[config.mk]
export PLATFORM = sky130hd
export DESIGN_NAME = jk_ff_bank
export DESIGN_NICKNAME = d
export VERILOG_FILES = /design/src/rtl/jk_pkg.sv /design/src/rtl/jk_cell.sv /design/src/rtl/jk_ff_bank.sv
export SDC_FILE = /design/constraint.sdc
export NUM_CORES = 1
export LEC_CHECK = 0
export CAP_MARGIN = 15
export CORE_ASPECT_RATIO = 0.7
export CORE_MARGIN = 4
export CORE_UTILIZATION = 35
export CTS_CLUSTER_DIAMETER = 60
export CTS_CLUSTER_SIZE = 28
export DETAILED_ROUTE_END_ITERATION = 16
export PLACE_DENSITY = 0.68
export SLEW_MARGIN = 20
export SYNTH_ARGS = -nofsm -noshare
export SYNTH_HDL_FRONTEND = slang
export SYNTH_HIERARCHICAL = 1
export SYNTH_SLANG_ARGS = --single-unit
[constraint.sdc]
create_clock -name clk -period 3.6 [get_ports clk]
set_input_delay 0.36 -clock clk [delete_from_list [all_inputs] [get_ports clk]]
set_output_delay 0.36 -clock clk [all_outputs]
set_load 0.02 [all_outputs]
[src/rtl/jk_pkg.sv]
// Shared types and the per-bit JK next-state rule for the jk_ff_bank family.
package jk_pkg;

   typedef enum logic [1:0] {
      JK_HOLD = 2'b00,
      JK_RST  = 2'b01,
      JK_SET  = 2'b10,
      JK_TGL  = 2'b11
   } jk_op_t;

   // J=K=1 either toggles or holds, chosen at elaboration time by toggle_en.
   function automatic logic jk_next(input logic q, input jk_op_t op, input logic toggle_en);
      logic r;
      case (op)
         JK_HOLD: r = q;
         JK_RST:  r = 1'b0;
         JK_SET:  r = 1'b1;
         JK_TGL:  r = toggle_en ? ~q : q;
         default: r = q;
      endcase
      return r;
   endfunction

endpackage

[src/rtl/jk_cell.sv]
// One-bit combinational next-state helper: load beats enable, enable gates the JK rule.
module jk_cell
   import jk_pkg::*;
#(
   parameter bit TOGGLE_EN = 1'b1
) (
   input  logic q,
   input  logic j,
   input  logic k,
   input  logic en,
   input  logic load,
   input  logic load_val,
   output logic q_n
);

   jk_op_t op;

   always_comb begin
      op = jk_op_t'({j, k});
      if (load)
         q_n = load_val;
      else if (!en)
         q_n = q;
      else
         q_n = jk_next(q, op, TOGGLE_EN);
   end

endmodule

[src/rtl/jk_ff_bank.sv]
// Bank of WIDTH JK flip-flops with parallel load, registered edge pulses and a
// saturating counter of edges on which any bit changed.
module jk_ff_bank
   import jk_pkg::*;
#(
   parameter int               WIDTH     = 8,
   parameter logic [WIDTH-1:0] RESET_VAL = '0,
   parameter bit               TOGGLE_EN = 1'b1,
   parameter int               CNT_W     = 8
) (
   input  logic             clk,
   input  logic             rst,
   input  logic             en,
   input  logic [WIDTH-1:0] j,
   input  logic [WIDTH-1:0] k,
   input  logic             load,
   input  logic [WIDTH-1:0] load_val,
   input  logic             cnt_clr,
   output logic [WIDTH-1:0] q,
   output logic [WIDTH-1:0] q_rise,
   output logic [WIDTH-1:0] q_fall,
   output logic [CNT_W-1:0] chg_cnt,
   output logic             cnt_sat
);

   localparam logic [CNT_W-1:0] CNT_MAX = '1;

   logic [WIDTH-1:0] q_n;
   logic [CNT_W-1:0] cnt_n;

   for (genvar i = 0; i < WIDTH; i++) begin : g_cell
      jk_cell #(.TOGGLE_EN(TOGGLE_EN)) u_cell (
         .q        (q[i]),
         .j        (j[i]),
         .k        (k[i]),
         .en       (en),
         .load     (load),
         .load_val (load_val[i]),
         .q_n      (q_n[i])
      );
   end

   // Clear wins over a simultaneous change; the count never wraps.
   always_comb begin
      cnt_n = chg_cnt;
      if (cnt_clr)
         cnt_n = '0;
      else if ((q_n != q) && (chg_cnt != CNT_MAX))
         cnt_n = chg_cnt + CNT_W'(1);
   end

   always_ff @(posedge clk or negedge rst) begin
      if (!rst) begin
         q       <= RESET_VAL;
         q_rise  <= '0;
         q_fall  <= '0;
         chg_cnt <= '0;
         cnt_sat <= 1'b0;
      end else begin
         q       <= q_n;
         q_rise  <= q_n & ~q;
         q_fall  <= ~q_n & q;
         chg_cnt <= cnt_n;
         cnt_sat <= (cnt_n == CNT_MAX);
      end
   end

endmodule
==> reports/qor.yml, run 1 <==
clock_network:
  ctsResizeCount: 0
  cts_root_buffer: "clkbuf_8"
  cts_setup_buffers: 0
  cts.sinks: 33
  numCtsBuffers: 5
  clkTransAtPathRegs_ns: 0.07
  cts_max_path_buffers: 2
  clk_latency_ns: 0.28
  cts_tree: "built"
  htree_num_levels: 2
  cts_hold_buf: 0
setup_path:
  startpoint_type: "input port"
  endpoint_kind: "register"
  r2r_start: "q[7]$_DFF_PN0_"
  arrival_ns: 2.82
  critical_path.startpoint: "load"
  critPathRequiredTime_ns: 3.77
  cp_max_fo: 16
  worstSetupPathType: "input port to register"
global_routing:
  grt_pass1_vias: 1256
  grt_max_degree: 34
  grtUsageTotal: 0.137
  gr-total-overflow: 0
  antenna_found_initial: 0
  grt_pass1_wl_um: 6290
final_layout:
  area_growth_pct: 46.9
  antennaDiodeCount: 0
  nets: 261
  final_cell_mix: "clkdlybuf4s50_1, dfrtp_1, inv_1"
  fillers: 387
  fin_area_mm2: 0.00245
  drive_gt1_frac: 0.120
  final_common_cell: "clkdlybuf4s50_1"
pwr:
  power_frac_seq: 0.440
  p_leak_nw: 1.15
  p_clk_frac: 0.312
  p_comb_frac: 0.248
  p_sw_frac: 0.283
  p_int_uw: 690
  switchingPower_uw: 272
  ir_worst_vdd_uv: 170
  power_density_mw_per_mm2: 393
detailed_routing:
  route.detailed.drc: 0
  routed_wl_um: 3850
  dr.first_iter.drc_count: 61
  wl_per_cell_um: 14.2
  firstDrtPassIters: 4
  vias: 1298
  avgViaCountPerCell: 4.79
  drtAntennaViolNets: 0
sta:
  finalCritPeriodShare: 0.736
  hold_viol_final: 0
  slew_viol_final: 0
  finClkSkew_ns: 0.00834
  tns_ns: 0
  holdWs_ns: 0.473
  slew_headroom: 0.512
  fin_crit_ns: 2.65
  setup_viol: 0
  rsz0062_at_grt: "false"
  max_freq_mhz: 378
  worstMarginPinSlew_ns: 0.729
synth:
  yosysWarningCount: 6
  synthDistinctLibCells: 25
  ys_ff_latch: 33
  syn_area_per_cell_um2: 11.3
  synth_nets: 193
  seq_area_frac_synth: 0.496
  synthesis.area_mm2: 0.00167
  syn_inst: 147
placed_design:
  post-dp-hpwl_um: 3000
  dpl-instance-area_mm2: 0.00234
  portBuffers: 61
  place_congestion: 0.820
floorplanning:
  coreArea_mm2: 0.00445
  io-pin-count: 62
  fp.dieArea_mm2: 0.00594
  start_util: 0.374
  fp.dieW_um: 90.4
  fp.dieH_um: 65.7
  rows: 20
flow_run:
  cap_violations: 0
status:
  status: "completed"
min_path:
  hp-class: "input port to asynchronous set/reset pin"
final cells by class:
cell class / instances / area (um^2) / area share
Timing Repair Buffer: 62 / 618 / 0.253
Multi-Input combinational cell: 95 / 764 / 0.313
Clock inverter: 1 / 5.00 / 0.00205
Sequential cell: 33 / 826 / 0.338
Tap cell: 55 / 68.8 / 0.0281
Inverter: 18 / 67.6 / 0.0276
Clock buffer: 7 / 96.3 / 0.0394
Yosys cell counts:
cell type	count	area (um^2)
inv_1	18	67.6
nand2_1	11	41.3
nand3_1	3	15.0
o211ai_1	2	15.0
nand4_1	1	6.26
nor4_1	1	6.26
a21oi_1	10	50.1
o211ai_2	2	25.0
nor2_1	8	30.0
and3_1	10	62.6
buf_4	1	7.51
dfrtp_1	33	826
a211oi_2	1	12.5
o21ai_0	4	20.0
and2_2	1	7.51
nand4_4	2	42.5
mux2i_1	4	40.0
nor3_1	3	15.0
xnor2_1	3	26.3
and4_2	1	10.0
o31ai_2	8	100
nor3b_1	1	7.51
nor2_4	1	11.3
ha_1	17	213
and3_2	1	7.51
metal layers:
metal,GRT usage,wire [um]
met2,0.218,1780
met3,0.0309,161
met4,0.0630,46
met5,0,0
met1,0.179,1870
sequential cells by signal, summed over array words and instances (netlist names):
name,flops
q,8
q_fall,8
cnt_sat,1
chg_cnt,8
q_rise,8
per-stage QoR:
| step | utilization | total power [mW] | instances | setup WS [ns] |
|---|---|---|---|---|
| after floorplan | - | 0.544 | 147 | 1.59 |
| after global placement | 0.526 | 0.669 | 263 | 0.691 |
| after detailed placement | 0.526 | 0.672 | 263 | 0.663 |
| after CTS | 0.549 | 0.981 | 271 | 0.965 |
| after global routing | 0.549 | 1.02 | 271 | 0.746 |
| final | 0.549 | 0.962 | 271 | 0.951 |
power groups by stage:
| stage | combinational, mW | clock, mW | sequential [mW] |
|---|---|---|---|
| 5_1_grt | 0.259 | 0.332 | 0.428 |
| 4_1_cts | 0.243 | 0.315 | 0.423 |
| 2_1_floorplan | 0.0772 | 0 | 0.467 |
| 3_3_place_gp | 0.240 | 0 | 0.429 |
| 3_5_place_dp | 0.242 | 0 | 0.430 |
| 6_report | 0.239 | 0.300 | 0.423 |
kinds of logic after synthesis:
| kind of cell | count (synthesis) | share of synthesized area |
|---|---|---|
| adders and majority gates | 17 | 0.128 |
| DFF | 33 | 0.496 |
| buffers and inverters | 19 | 0.0451 |
| AOI/OAI and AO/OA | 27 | 0.134 |
| and+or+nand+nor | 44 | 0.158 |
| xor gates and xnor gates | 3 | 0.0158 |
| muxes | 4 | 0.0240 |
final timing paths:
check                                       to  slack [ns]  depth (start not counted)
setup / recovery             cnt_sat$_DFF_PN0_        0.95                          8
hold / removal             q_rise[1]$_DFF_PN0_        0.47                          2
setup reg to reg             cnt_sat$_DFF_PN0_        1.44                          8
hold reg to reg            q_fall[0]$_DFF_PN0_        0.59                          1
max in group asynchronous  q_fall[7]$_DFF_PN0_        2.83                          2
min in group clk           q_fall[0]$_DFF_PN0_        0.59                          1
critical path: stages:
cell and delay, ns:
clkdlybuf4s50_1 0.94, o31ai_2 0.21, ha_1 0.38, nand4_4 0.14, o21ai_0 0.22, mux2i_1 0.29
nor4_1 0.08, and3_1 0.18
Power figures use the tool's default switching activity.
==> inputs of run 2 (changes only) <==
PLACE_DENSITY = 0.7   (was 0.68)
clock period = 2.3 ns   (was 3.6 ns; I/O delays follow)
==> run 2 against run 1 <==
Against the previous run:
- register-to-register slack worse by 1.3 ns
- final area grew 6.2%
- first-iteration DRC count fell by 38%
- non-clock buffer count increased by 13
- critical path depth increased by 2
- via count is 4.2% higher
- setup slack got worse by 0.89 ns
- sequential share of layout area down 2.0 points
- hold slack worse by 0.14 ns
- sequential power grew 57%
- total power increased by 69%
- combinational power rose by 68%
- highest routed layer unchanged
==> reports/qor.yml, run 2 (synthesis results as in run 1) <==
final_layout:
  nets: 274  # +5.0%
  drive_gt1_frac: 0.179  # +0.0587
  final_cell_mix: "clkdlybuf4s50_1, dfrtp_1, inv_1"
  fin_area_mm2: 0.00260  # +6.2%
  antennaDiodeCount: 0  # unchanged
  final_common_cell: "clkdlybuf4s50_1"
  final_util: 0.583  # +0.0343
  area_growth_pct: 56.0
setup_path:
  r2r_slack_ns: 0.17  # -1.27 ns
  endpoint_kind: "register"
  worstSetupPathType: "input port to register"
  cp_max_fo: 6  # -10
  arrival_ns: 2.46  # -0.36 ns
  startpoint_type: "input port"
  critPathRequiredTime_ns: 2.52  # -1.25 ns
sta:
  max_freq_mhz: 447
  hold_viol_final: 0  # unchanged
  finalCritPeriodShare: 0.974
  tns_ns: 0  # unchanged
  setup_viol: 0  # unchanged
  worstMarginPinSlew_ns: 0.402  # -0.328 ns
  slew_headroom: 0.732  # +0.220
  fin_crit_ns: 2.24
  slew_viol_final: 0  # unchanged
  finClkSkew_ns: 0.00405  # -0.00428 ns
  rsz0062_at_grt: "true"
placed_design:
  post-dp-hpwl_um: 3050  # +1.7%
  dpl-instance-area_mm2: 0.00245  # +4.7%
  portBuffers: 61  # unchanged
  place_congestion: 0.780  # -4.9%
clock_network:
  cts_hold_buf: 0  # unchanged
  numCtsBuffers: 5  # unchanged
  clkTransAtPathRegs_ns: 0.06  # about the same
  cts_root_buffer: "clkbuf_8"
  cts.sinks: 33  # unchanged
  cts_max_path_buffers: 2  # unchanged
  clk_latency_ns: 0.28  # about the same
  cts_tree: "built"
  htree_num_levels: 2  # unchanged
floorplanning:
  fp.dieH_um: 65.7  # unchanged
  coreArea_mm2: 0.00445  # unchanged
  fp.dieArea_mm2: 0.00594  # unchanged
  fp.dieW_um: 90.4  # unchanged
  rows: 20  # unchanged
  start_util: 0.374  # unchanged
  io-pin-count: 62  # unchanged
pwr:
  ir_worst_vdd_uv: 401  # +140%
  power_density_mw_per_mm2: 625  # +59%
  p_leak_nw: 1.23  # +6.4%
  finalPower_mw: 1.62  # +69%
status:
  status: "completed"
global_routing:
  grt_max_degree: 34  # unchanged
  grt_pass1_wl_um: 6760  # +7.5%
  antenna_found_initial: 0  # unchanged
  grtUsageTotal: 0.145  # +0.00833
  grt_pass1_vias: 1411  # +12%
  gr-total-overflow: 0  # unchanged
min_path:
  hp-class: "input port to asynchronous set/reset pin"
detailed_routing:
  wl_per_cell_um: 13.9  # -1.9%
  routed_wl_um: 3960  # +2.8%
  vias: 1353  # +4.2%
  drtAntennaViolNets: 0  # unchanged
  route.detailed.drc: 0  # unchanged
  avgViaCountPerCell: 4.76  # -0.53%
  dr.first_iter.drc_count: 38  # -38%
  firstDrtPassIters: 4  # unchanged
flow_run:
  cap_violations: 0  # unchanged
-- run 2: where the power goes --
part / switching (mW) / leakage, nW / internal (mW)
clock network: 0.204 / 0.0585 / 0.353
registers: 0.0362 / 0.425 / 0.628
logic: 0.198 / 0.745 / 0.204
total: 0.438 / 1.23 / 1.19
-- run 2: cell type report --
cell class              instances  area [um^2]
clock buffers                   7         86.3
well taps                      55         68.8
repair buffers                 75          728
flip-flops and latches         33          826
clock inverters                 1         30.0
fillers                       386         1860
multi-input cells              95          792
inverters                      18         67.6
-- run 2: path summary, 6_finish.rpt --
path | start | to | cells after the start
min in group clk | load_val[1] | q[1]$_DFF_PN0_ | 3
min reg2reg | q[5]$_DFF_PN0_ | q_fall[5]$_DFF_PN0_ | 1
max | en | cnt_sat$_DFF_PN0_ | 10
max in group asynchronous | rst | q_rise[3]$_DFF_PN0_ | 2
min | rst | q_fall[5]$_DFF_PN0_ | 2
max reg2reg | q[0]$_DFF_PN0_ | cnt_sat$_DFF_PN0_ | 8
-- run 2: repair_timing --
item / CTS / global route
buffers inserted: 0 / 0
resized for setup: 0 / 6
setup endpoints to repair: 0 / 2
endpoints found under the hold margin: 0 / 0
-- run 2: per-stage QoR --
| step | std cells | worst slack, ns | hold WS, ns |
|---|---|---|---|
| 5_1_grt | 284 | -0.0417 | 0.382 |
| 3_5_place_dp | 276 | -0.220 | 0.583 |
| 4_1_cts | 284 | 0.0832 | 0.348 |
| 3_3_place_gp | 276 | -0.226 | 0.585 |
| 6_report | 284 | 0.0606 | 0.334 |
| 2_1_floorplan | 147 | 0.287 | -0.0656 |
-- run 2: worst max-delay path, cell delays in order --
cell and delay, ns:
clkdlybuf4s50_1 0.42, buf_4 0.16, and3_1 0.18, o31ai_2 0.24, ha_1 0.33, nand4_4 0.16, o211ai_2 0.11, mux2i_1 0.15
nor4_1 0.29, and3_1 0.20
-- run 2: per-layer routing --
layer  global-route usage  part of all wire  vias to the layer above
met3               0.0400             0.051                        7
met2                0.219              0.44                       38
met4               0.0573             0.014                        0
met5                    0                 0                        -
met1                0.198              0.50                      638
li1                     -                 -                      670
==> inputs of run 3 (changes only) <==
GPL_TIMING_DRIVEN = 0   (was unset)
==> run 3 against run 2 <==
Against the previous run:
- sequential share of layout area increased by 0.45 points
- via count fell by 1.5%
- register-to-register slack barely moved
- sequential power hardly changed
- combinational power fell by 1%
- setup slack improved by 0.11 ns
- global-route usage fell by 1.1 points
- non-clock buffer count shrank 12
- total power rose by 4.8%
- hold slack got worse by 0.14 ns
- count of clock-buffer cells in the layout decreased by 2
==> reports/qor.yml, run 3 (synthesis results as in run 1) <==
status:
  status: "completed"
detailed_routing:
  wl_per_cell_um: 13.8  # -1.2%
  avgViaCountPerCell: 4.90  # +2.9%
  vias: 1333  # -1.5%
  firstDrtPassIters: 4  # unchanged
  routed_wl_um: 3750  # -5.4%
  route.detailed.drc: 0  # unchanged
  drtAntennaViolNets: 0  # unchanged
  dr.first_iter.drc_count: 41  # +7.9%
placed_design:
  portBuffers: 60  # -1.6%
  dpl-instance-area_mm2: 0.00235  # -4.3%
  place_congestion: 0.795  # +1.9%
  post-dp-hpwl_um: 2860  # -6.1%
floorplanning:
  rows: 20  # unchanged
  fp.dieArea_mm2: 0.00594  # unchanged
  fp.dieW_um: 90.4  # unchanged
  fp.dieH_um: 65.7  # unchanged
  io-pin-count: 62  # unchanged
  coreArea_mm2: 0.00445  # unchanged
  start_util: 0.374  # unchanged
setup_path:
  arrival_ns: 2.30  # -0.16 ns
  cp_slowest_cell: "dfrtp_1"
  cp_max_fo: 5  # -1
  critPathTopFamily: "compound AO/OA/AOI/OAI gates"
  startpoint_type: "register"
  path_buf_inv: 0  # -2
  cp_num_cells: 8  # -2
  r2r-end: "cnt_sat$_DFF_PN0_"
  reg2reg_depth: 8  # unchanged
  r2r_slack_ns: 0.17  # about the same
  critPathRequiredTime_ns: 2.47  # -0.05 ns
  r2r_start: "q[1]$_DFF_PN0_"
  endpoint_kind: "register"
  cp_slowest_stage_delay_ns: 0.43  # about the same
  crit_chain: "a21oi_1, o31ai_4, ha_1, nand4_4, o21ai_0, mux2i_1, nor4_2, and3_1"
  worstSetupPathType: "register to register"
final_layout:
  multiInputGateArea_um2: 843  # +6.5%
  fillers: 396  # +2.6%
  fin_area_mm2: 0.00256  # -1.4%
  final_cell_mix: "clkdlybuf4s50_1, dfrtp_1, inv_1"
  seq_area_um2: 826  # unchanged
  area_growth_pct: 53.9
  drive_gt1_frac: 0.157  # -0.0224
  final_util: 0.575  # -0.00815
  final_common_cell: "clkdlybuf4s50_1"
  antennaDiodeCount: 0  # unchanged
  nets: 262  # -4.4%
global_routing:
  antenna_found_initial: 0  # unchanged
  grt_pass1_wl_um: 6190  # -8.5%
  grt_pass1_vias: 1240  # -12%
  gr-total-overflow: 0  # unchanged
  grt_max_degree: 32  # -5.9%
  grtUsageTotal: 0.134  # -0.0111
min_path:
  hold_start: "cnt_clr"
  whs_path_depth: 2
  hp-class: "input port to register"
  min_to: "chg_cnt[0]$_DFF_PN0_"
sta:
  max_freq_mhz: 470  # +5.3%
  hold_viol_final: 0  # unchanged
  worstMarginPinSlew_ns: 0.561  # +0.159 ns
  rsz0062_at_grt: "false"
  slew_viol_final: 0  # unchanged
  finalCritPeriodShare: 0.925  # -0.0488
  holdWs_ns: 0.194  # -0.139 ns
  finClkSkew_ns: 0.0112  # +0.00712 ns
  setup_viol: 0  # unchanged
  slew_headroom: 0.626  # -0.106
  fin_crit_ns: 2.13  # -0.112 ns
pwr:
  p_leak_nw: 1.19  # -3.4%
  ir_worst_vdd_uv: 341  # -15%
  power_density_mw_per_mm2: 664  # +6.3%
clock_network:
  htree_num_levels: 2  # unchanged
  clk_latency_ns: 0.29  # about the same
  cts_max_path_buffers: 2  # unchanged
  cts.sinks: 33  # unchanged
  clkTransAtPathRegs_ns: 0.08  # +0.02 ns
  cts_tree: "built"
  cts_root_buffer: "clkbuf_8"
  numCtsBuffers: 5  # unchanged
flow_run:
  cap_violations: 0  # unchanged
-- run 3: cell count changes in the layout (fill, tap and decap cells not counted), moves of 2 or more --
| cell | delta |
|---|---|
| clkbuf_2 | +2 |
| o31ai_4 | +4 |
| buf_4 | -12 |
| o31ai_2 | -4 |
| clkdlybuf4s50_1 | -4 |
-- run 3: layer usage --
| layer | global-route usage | up-vias | part of all wire | routed length [um] |
|---|---|---|---|---|
| met1 | 0.181 | 630 | 0.50 | 1860 |
| li1 | - | 652 | - | - |
| met3 | 0.0458 | 5 | 0.057 | 213 |
| met5 | 0 | - | 0 | 0 |
| met4 | 0.0573 | 0 | 0.0096 | 36 |
| met2 | 0.194 | 46 | 0.44 | 1630 |
-- run 3: worst max path at each step --
stage                             end            from
finish              cnt_sat$_DFF_PN0_  q[1]$_DFF_PN0_
global placement    cnt_sat$_DFF_PN0_            load
global route        cnt_sat$_DFF_PN0_  q[2]$_DFF_PN0_
floorplan           cnt_sat$_DFF_PN0_  q[5]$_DFF_PN0_
CTS                 cnt_sat$_DFF_PN0_            load
detailed placement  cnt_sat$_DFF_PN0_            load
-- run 3: final cells by class --
type / instances / area share
inverters: 18 / 0.0264
flip-flops and latches: 33 / 0.322
well taps: 55 / 0.0269
multi-input cells: 95 / 0.329
repair buffers: 62 / 0.240
clock inverters: 3 / 0.0254
plain buffers: 1 / 0.00293
clock buffers: 5 / 0.0269
-- run 3: repair_timing --
item,4_1_cts,5_1_grt
hold buffers,1,0
setup buffers,0,0
endpoints found under the hold margin,33,0
resized for setup,2,14
pin swaps,0,1
setup endpoints to repair,6,2
-- run 3: per-stage QoR --
| stage | cells | total power, mW | setup slack [ns] | TNS (ns) |
|---|---|---|---|---|
| after global placement | 262 | 1.04 | -0.620 | -3.08 |
| final | 272 | 1.70 | 0.173 | 0 |
| after CTS | 272 | 1.70 | 0.0449 | 0 |
| after detailed placement | 263 | 1.05 | -0.540 | -3.14 |
| after global routing | 272 | 1.79 | 0.000259 | 0 |
| after floorplan | 147 | 0.851 | 0.287 | 0 |
-- run 3: power breakdown --
group          internal [mW]  leakage (nW)  total (mW)  switching (mW)
clock network          0.430        0.0681       0.642           0.212
registers              0.628         0.425       0.663          0.0348
logic                  0.194         0.694       0.396           0.202
total                   1.25          1.19        1.70           0.448
